`src/rtl/fifo_rd_port_if.sv`:
```
// Valid/ready stream carrying words from the read-side output buffer to the consumer.
interface fifo_rd_port_if #(
  parameter int unsigned DATA_WIDTH = 8
) ();

  logic                  valid;
  logic                  ready;
  logic [DATA_WIDTH-1:0] data;

  modport master (
    output valid,
    output data,
    input  ready
  );

  modport slave (
    input  valid,
    input  data,
    output ready
  );

endinterface

```
`src/rtl/fifo_rd_port.sv`:
```
// Async FIFO read-side controller: write-pointer sync, read pointers, empty, and a
// 2-entry prefetch buffer presented as a valid/ready stream.
module fifo_rd_port #(
  parameter int unsigned DEPTH      = 16,
  parameter int unsigned DATA_WIDTH = 8,
  parameter int unsigned PTR_WIDTH  = 4
) (
  input  logic                  rclk,
  input  logic                  rrst_n,
  input  logic [PTR_WIDTH:0]    g_wptr,
  input  logic [DATA_WIDTH-1:0] mem_rdata,
  output logic [PTR_WIDTH:0]    b_rptr,
  output logic [PTR_WIDTH:0]    g_rptr,
  output logic                  empty,
  output logic                  r_en,
  fifo_rd_port_if.master        m,
  output logic [PTR_WIDTH:0]    rd_level
);

  localparam int unsigned PW = PTR_WIDTH + 1;

  if (DEPTH != (1 << PTR_WIDTH)) begin : g_depth_check
    $error("fifo_rd_port: DEPTH must equal 2**PTR_WIDTH");
  end

  logic [PW-1:0]                   wq1_q, wq2_q;
  logic [PW-1:0]                   wptr_bin;
  logic [PW-1:0]                   b_rptr_d, g_rptr_d;
  logic [1:0]                      buf_cnt_q, buf_cnt_d;
  logic [1:0][DATA_WIDTH-1:0]      slot_q, slot_d;
  logic                            consume;

  // Binary bit i of a Gray code is the XOR of Gray bits i..MSB.
  always_comb begin
    wptr_bin = '0;
    for (int unsigned i = 0; i < PW; i++) begin
      wptr_bin[i] = ^(wq2_q >> i);
    end
  end

  assign empty    = (g_rptr == wq2_q);
  assign r_en     = !empty && (buf_cnt_q != 2'd2);
  assign consume  = m.valid && m.ready;
  assign rd_level = wptr_bin - b_rptr;

  assign m.valid  = (buf_cnt_q != 2'd0);
  assign m.data   = slot_q[0];

  assign b_rptr_d = r_en ? b_rptr + PW'(1) : b_rptr;
  assign g_rptr_d = b_rptr_d ^ (b_rptr_d >> 1);

  // Slot 0 is always the head; a pop lands at the first free slot behind it.
  always_comb begin
    slot_d    = slot_q;
    buf_cnt_d = buf_cnt_q;
    case ({r_en, consume})
      2'b10: begin
        slot_d[buf_cnt_q[0]] = mem_rdata;
        buf_cnt_d            = buf_cnt_q + 2'd1;
      end
      2'b01: begin
        slot_d[0] = slot_q[1];
        buf_cnt_d = buf_cnt_q - 2'd1;
      end
      // Pop and consume together only happen with one word held.
      2'b11: slot_d[0] = mem_rdata;
      default: ;
    endcase
  end

  always_ff @(posedge rclk) begin
    if (!rrst_n) begin
      wq1_q     <= '0;
      wq2_q     <= '0;
      b_rptr    <= '0;
      g_rptr    <= '0;
      buf_cnt_q <= '0;
      slot_q    <= '0;
    end else begin
      wq1_q     <= g_wptr;
      wq2_q     <= wq1_q;
      b_rptr    <= b_rptr_d;
      g_rptr    <= g_rptr_d;
      buf_cnt_q <= buf_cnt_d;
      slot_q    <= slot_d;
    end
  end

endmodule

```
`src/flat_wrapper.sv`:
```
// flat-port wrapper written by rule: the top's interface ports become plain ports
module fifo_rd_port_flat 
#(
  parameter int unsigned DEPTH      = 16,
  parameter int unsigned DATA_WIDTH = 8,
  parameter int unsigned PTR_WIDTH  = 4
)
  (rclk, rrst_n, g_wptr, mem_rdata, b_rptr, g_rptr, empty, r_en, rd_level, m_valid, m_data, m_ready);
  fifo_rd_port_if #(.DATA_WIDTH(DATA_WIDTH)) m_i ();
  input  logic rclk;
  input  logic rrst_n;
  input  logic [PTR_WIDTH:0] g_wptr;
  input  logic [DATA_WIDTH-1:0] mem_rdata;
  output logic [PTR_WIDTH:0] b_rptr;
  output logic [PTR_WIDTH:0] g_rptr;
  output logic empty;
  output logic r_en;
  output logic [PTR_WIDTH:0] rd_level;
  output wire logic [$bits(m_i.valid)-1:0] m_valid;
  output wire logic [$bits(m_i.data)-1:0] m_data;
  input wire logic [$bits(m_i.ready)-1:0] m_ready;
  assign m_valid = m_i.valid;
  assign m_data = m_i.data;
  assign m_i.ready = m_ready;
  fifo_rd_port #(.DEPTH(DEPTH), .DATA_WIDTH(DATA_WIDTH), .PTR_WIDTH(PTR_WIDTH)) u_core (.rclk(rclk), .rrst_n(rrst_n), .g_wptr(g_wptr), .mem_rdata(mem_rdata), .b_rptr(b_rptr), .g_rptr(g_rptr), .empty(empty), .r_en(r_en), .m(m_i), .rd_level(rd_level));
endmodule
```
`config.mk`:
```
export PLATFORM = sky130hd
export DESIGN_NAME = fifo_rd_port_flat
export DESIGN_NICKNAME = d
export VERILOG_FILES = /design/src/rtl/fifo_rd_port_if.sv /design/src/rtl/fifo_rd_port.sv /design/src/flat_wrapper.sv
export SDC_FILE = /design/constraint.sdc
export NUM_CORES = 1
export LEC_CHECK = 0
export ABC_CLOCK_PERIOD_IN_PS = 3300
export CORE_ASPECT_RATIO = 1.75
export CORE_UTILIZATION = 41
export CTS_BUF_LIST = sky130_fd_sc_hd__clkbuf_16
export CTS_CLUSTER_DIAMETER = 150
export DETAILED_ROUTE_END_ITERATION = 7
export PLACE_DENSITY = 0.67
export SLEW_MARGIN = 10
export SYNTH_ARGS = -nofsm -noshare
export SYNTH_HDL_FRONTEND = slang
export SYNTH_SLANG_ARGS = --single-unit
```
`constraint.sdc`:
```
create_clock -name rclk -period 3.3 [get_ports rclk]
set_clock_uncertainty 0.15 [all_clocks]
set_input_delay 0.33 -clock rclk [delete_from_list [all_inputs] [get_ports rclk]]
set_output_delay 0.33 -clock rclk [all_outputs]
set_load 0.005 [all_outputs]
```
==> flow_metrics.env, run 1 <==
export IMPL_synth_warnings=0
export IMPL_combPwrFrac=0.427
export IMPL_setup_viol=0
export IMPL_p_switching_uw=668
export IMPL_final_nets=258
export IMPL_yosysSeqAreaShare=0.399
export IMPL_grt_overflow=0
export IMPL_h_tree_depth=2
export IMPL_drv_cap=0
export IMPL_leakage_uw=0.00108
export IMPL_synth_async_reset_ratio=0
export IMPL_yosysTopAreaCell="dfxtp_1"
export IMPL_route_detailed_drc=0
export IMPL_clock_fmax_mhz=317
export IMPL_synth_nets=219
export IMPL_start_util=0.425
export IMPL_placementRows=32
export IMPL_yosysTopAreaCellShare=0.399
export IMPL_internal_power_uw=1390
export IMPL_power_density_nw_per_um2=823
export IMPL_synth_area_um2=1860
export IMPL_drive_gt1_frac=0.132
export IMPL_instances_no_fill=285
export IMPL_sw_frac_of_total=0.325
export IMPL_portBuffers=41
export IMPL_grt_setup_unrepaired="no"
export IMPL_viasPerCell=5.01
export IMPL_min_from="u_core.wq1_q[0]"
export IMPL_slew_viol_final=0
export IMPL_p_clk_frac=0.262
export IMPL_netlist_instances=194
export IMPL_ys_seq_elements=37
export IMPL_synth_cell_types=35
export IMPL_antenna_cells=0
export IMPL_synth_commonest_cells="37 x dfxtp_1, 15 x and2_1, 15 x nand2_1"
export IMPL_synth_flop_cell="dfxtp_1"
export IMPL_slew_headroom=0.488
export IMPL_holdWs_ns=0.281
export IMPL_vias=1429
export IMPL_power_share_sequential=0.311
export IMPL_gp_congestion=0.754
export IMPL_cp_startpoint="u_core.wq2_q[4]"
export IMPL_core_um2=4360
export IMPL_cp_required_ns=2.82
export IMPL_antenna_found_initial=0
export IMPL_cts_tree="built"
export IMPL_outcome="complete, no violations"
export IMPL_cts_buffers=5
export IMPL_fp_dieH_um=91.0
export IMPL_crit_type="reg2out"
export IMPL_hold_class="reg2reg"
export IMPL_die_x_um=52.9
export IMPL_finalCritPeriodShare=0.956
export IMPL_clk_latency_ns=0.28
export IMPL_io_pins=42
export IMPL_path_clk_slew_ns=0.06
export IMPL_final_hold_viol_count=0
export IMPL_drt_iter0_drc=13
export IMPL_synth_edf_count=0
export IMPL_clock_root_buffer="clkbuf_16"
export IMPL_r2r_start="u_core.wq2_q[2]"
export IMPL_grt_max_degree=32
export IMPL_crit_fanout=4
export IMPL_cts_path_max_buffers=2
export IMPL_dieArea_um2=4810
export IMPL_ir_worst_vdd_v=0.000570
export IMPL_fin_tns_setup_ns=0
export IMPL_synth_area_top_cells="dfxtp_1 40%, ha_1 5.4%, and2_1 5.1%"
export IMPL_rrSetupSlack_ns=0.80
export IMPL_n_fill_cell=404
export IMPL_placedCellCount=274
export IMPL_finalCriticalPeriod_ns=3.15
export IMPL_postSynthAreaPerCell_um2=9.56
export IMPL_worstMarginPinSlew_ns=0.768
export IMPL_clock_sinks=37
export IMPL_avgRoutedWirePerCell_um=13.2
export IMPL_hold_buffers=0
export IMPL_synth_most_common_cell="dfxtp_1"
export IMPL_grt_pass1_wl_mm=6.20
export IMPL_arrival_ns=2.67
export IMPL_ant_nets=0
export IMPL_track_usage=0.174
export IMPL_end_kind="output port"
export IMPL_startpoint_type="flip-flop"
export IMPL_dpl_hpwl_mm=2.73
export IMPL_area_growth_pct=34.5
export IMPL_dr_pass1_iters=4
export IMPL_drt_wl_total_mm=3.75
export IMPL_grt_pass1_vias=1389
-- power groups by stage --
stage / Combinational [µW] / Sequential [µW] / Clock, µW
final: 877 / 638 / 539
after global routing: 981 / 656 / 570
after CTS: 879 / 639 / 553
after detailed placement: 868 / 648 / 0
after global placement: 857 / 648 / 0
after floorplan: 574 / 615 / 0
-- kinds of logic after synthesis --
| logic type | count (synthesis) | share of synthesized area |
|---|---|---|
| and+or+nand+nor | 55 | 0.177 |
| AOI/OAI and AO/OA | 41 | 0.171 |
| DFF | 37 | 0.399 |
| buffers and inverters | 29 | 0.0782 |
| xor gates and xnor gates | 20 | 0.0944 |
| adders and majority gates | 9 | 0.0647 |
| muxes | 3 | 0.0162 |
-- final cells by class --
cell class / instances / area [µm²] / area share
Timing Repair Buffer: 46 / 447 / 0.179
Multi-Input combinational cell: 128 / 1010 / 0.404
Inverter: 15 / 58.8 / 0.0236
Tap cell: 51 / 63.8 / 0.0256
Clock inverter: 3 / 46.3 / 0.0186
Clock buffer: 5 / 125 / 0.0502
Sequential cell: 37 / 746 / 0.299
-- routing by layer --
| layer | routed length [µm] | GRT usage | share of wire | vias up |
|---|---|---|---|---|
| li1 | - | - | - | 719 |
| met1 | 1480 | 0.168 | 0.39 | 663 |
| met2 | 2030 | 0.320 | 0.54 | 38 |
| met3 | 133 | 0.0402 | 0.035 | 9 |
| met4 | 111 | 0.0877 | 0.030 | 0 |
| met5 | 0 | 0 | 0 | - |
-- metrics by stage --
step / setup slack, ns / utilization / cell area, µm² / power, µW
after floorplan: 0.669 / - / 1860 / 1190
after global placement: 0.253 / 0.517 / 2260 / 1500
after detailed placement: 0.152 / 0.517 / 2260 / 1520
after CTS: 0.137 / 0.565 / 2460 / 2070
after global routing: 0.0168 / 0.572 / 2490 / 2210
final: 0.146 / 0.572 / 2490 / 2050
-- worst paths after layout --
kind                      end  cells past startpoint
min           u_core.wq2_q[0]                      1
min reg2reg   u_core.wq2_q[0]                      1
max reg2reg  u_core.m.data[3]                      9
max               rd_level[3]                     10
-- placed cells by master (no fill, tap or decap), types with 2 or more instances in the layout --
cell type / netlist / routed
o21ai_0: 2 / 2
a21o_1: 11 / 11
and2_1: 15 / 15
nor2b_1: 5 / 5
clkdlybuf4s50_1: 0 / 40
ha_1: 8 / 7
dfxtp_1: 37 / 35
a21oi_2: 0 / 2
buf_4: 9 / 5
a21oi_1: 5 / 3
o21a_1: 2 / 2
xnor2_1: 10 / 9
nand2_1: 15 / 15
a22o_1: 8 / 8
a221oi_2: 2 / 2
clkbuf_16: 0 / 5
nand3_1: 8 / 8
a21boi_0: 9 / 9
xor2_1: 10 / 9
mux2i_1: 3 / 3
nand4_1: 2 / 2
inv_1: 14 / 14
-- worst max-delay path, stage by stage, from the launching register on --
cell	delay (ns)
dfxtp_4	0.37
xor2_4	0.19
xnor2_2	0.19
xor2_1	0.23
buf_4	0.15
inv_1	0.04
ha_1	0.26
a21o_1	0.19
a21oi_2	0.14
xnor2_1	0.12
clkdlybuf4s50_1	0.51
-- registers in the layout, summed over array words and instances (netlist names) --
register,flops
u_core.b_rptr,4
u_core.wq1_q,5
u_core.m.data,8
u_core.slot_q,8
u_core.g_rptr,5
u_core.buf_cnt_q,2
u_core.wq2_q,5
-- what timing repair did --
| action | in CTS | in global routing |
|---|---|---|
| gates resized for setup | 9 | 2 |
| setup endpoints to repair | 1 | 1 |
| pin swaps | 3 | 2 |
| setup buffers | 1 | 2 |
No activity file was read; power rests on OpenSTA's default activity.
==> run 2: changes to the inputs <==
--- a/config.mk
+++ b/config.mk
@@ -12,6 +12,7 @@
 export CTS_CLUSTER_DIAMETER = 150
 export DETAILED_ROUTE_END_ITERATION = 7
 export PLACE_DENSITY = 0.67
+export SKIP_CTS_REPAIR_TIMING = 1
 export SLEW_MARGIN = 10
 export SYNTH_ARGS = -nofsm -noshare
 export SYNTH_HDL_FRONTEND = slang
==> flow_metrics.env, run 2 (synthesis results as in run 1) <==
export IMPL_dr_pass1_iters=4
export IMPL_grt_pass1_wl_mm=6.09
export IMPL_dr_wl_met2_mm=2.03
export IMPL_io_pins=42
export IMPL_power_share_sequential=0.312
export IMPL_grt_max_degree=32
export IMPL_vias=1428
export IMPL_start_util=0.425
export IMPL_die_x_um=52.9
export IMPL_grt_pass1_vias=1365
export IMPL_viasPerCell=5.01
export IMPL_cts_path_max_buffers=2
export IMPL_wl_met1_mm=1.48
export IMPL_critical_path_slowest_cell="clkdlybuf4s50_1"
export IMPL_cts_buffers=5
export IMPL_leakage_uw=0.00108
export IMPL_total_power_uw=2050
export IMPL_clock_root_buffer="clkbuf_16"
export IMPL_sw_frac_of_total=0.324
export IMPL_path_clk_slew_ns=0.06
export IMPL_clock_sinks=37
export IMPL_cp_slowest_stage_delay_ns=0.51
export IMPL_final_util=0.568
export IMPL_dp_slack_ns=0.152
export IMPL_end_kind="output port"
export IMPL_clock_fmax_mhz=315
export IMPL_ir_worst_vdd_v=0.000573
export IMPL_h_tree_depth=2
export IMPL_antenna_cells=0
export IMPL_crit_fanout=4
export IMPL_fin_tns_setup_ns=0
export IMPL_clk_latency_ns=0.28
export IMPL_cp_required_ns=2.82
export IMPL_gp_congestion=0.754
export IMPL_mostFrequentLayoutCells="40 x clkdlybuf4s50_1, 35 x dfxtp_1, 15 x nand2_1, 15 x and2_1, 14 x inv_1"
export IMPL_layout_commonest_cell="clkdlybuf4s50_1"
export IMPL_p_clk_frac=0.263
export IMPL_drive_gt1_frac=0.124
export IMPL_drv_cap=0
export IMPL_combPwrFrac=0.425
export IMPL_drt_wl_total_mm=3.75
export IMPL_p_switching_uw=662
export IMPL_slew_headroom=0.499
export IMPL_avgRoutedWirePerCell_um=13.2
export IMPL_finalCritPeriodShare=0.963
export IMPL_n_fill_cell=407
export IMPL_setup_viol=0
export IMPL_holdWs_ns=0.281
export IMPL_dieArea_um2=4810
export IMPL_setup_ws_ns=0.122
export IMPL_startpoint_type="flip-flop"
export IMPL_grt_overflow=0
export IMPL_top_layer="met4"
export IMPL_finalCriticalPeriod_ns=3.18
export IMPL_multi_input_area_um2=990
export IMPL_crit_chain="xor2_2, xnor2_2, xor2_1, buf_4, inv_1, ha_1, a21o_1, a21oi_1, xnor2_1, clkdlybuf4s50_1"
export IMPL_core_um2=4360
export IMPL_antenna_found_initial=0
export IMPL_area_growth_pct=33.6
export IMPL_route_detailed_drc=0
export IMPL_dpl_hpwl_mm=2.73
export IMPL_hold_class="reg2reg"
export IMPL_slew_viol_final=0
export IMPL_placementRows=32
export IMPL_internal_power_uw=1380
export IMPL_crit_family="XOR/XNOR gates"
export IMPL_portBuffers=41
export IMPL_ant_nets=0
export IMPL_wl_met3_um=128
export IMPL_crit_type="reg2out"
export IMPL_final_nets=258
export IMPL_outcome="complete, no violations"
export IMPL_cts_tree="built"
export IMPL_arrival_ns=2.70
export IMPL_path_buf_inv=3
export IMPL_final_hold_viol_count=0
export IMPL_power_density_nw_per_um2=825
export IMPL_track_usage=0.171
export IMPL_worstMarginPinSlew_ns=0.751
export IMPL_drt_iter0_drc=8
export IMPL_ff_latch_area_um2=746
export IMPL_fp_dieH_um=91.0
## run 2: changes by cell type in the layout (fill, tap and decap cells not counted)
cell	delta
dlymetal6s2s_1	+1
xor2_2	+1
dlygate4sd2_1	-1
a21oi_1	+2
xor2_4	-1
a21oi_2	-2
## run 2: power by group through the flow
stage / Combinational (µW) / Sequential [µW] / Clock, µW
floorplan: 574 / 615 / 0
global placement: 857 / 648 / 0
detailed placement: 868 / 648 / 0
CTS: 874 / 639 / 553
global route: 973 / 656 / 570
finish: 869 / 638 / 538
## run 2: metal layers
metal	up-vias	track usage
li1	718	-
met1	664	0.166
met2	37	0.312
met3	9	0.0402
met4	0	0.0877
met5	-	0
## run 2: final cells by class
| class | count | share of cell area |
|---|---|---|
| Clock buffer | 5 | 0.0505 |
| Clock inverter | 3 | 0.0187 |
| Inverter | 15 | 0.0237 |
| Multi-Input combinational cell | 128 | 0.399 |
| Sequential cell | 37 | 0.301 |
| Tap cell | 51 | 0.0257 |
| Timing Repair Buffer | 46 | 0.182 |
## run 2: worst paths after layout
path                                      start               end  slack [ns]  depth (start not counted)
worst max-delay path            u_core.wq2_q[4]       rd_level[3]        0.12                         10
worst min-delay path            u_core.wq1_q[0]   u_core.wq2_q[0]        0.28                          1
worst max register to register  u_core.wq2_q[2]  u_core.m.data[1]        0.80                          9
worst min register to register  u_core.wq1_q[0]   u_core.wq2_q[0]        0.28                          1
## run 2: per-stage QoR
stage | cell area, µm² | instances
floorplan | 1860 | 194
global placement | 2260 | 274
detailed placement | 2260 | 274
CTS | 2430 | 282
global route | 2480 | 285
finish | 2480 | 285
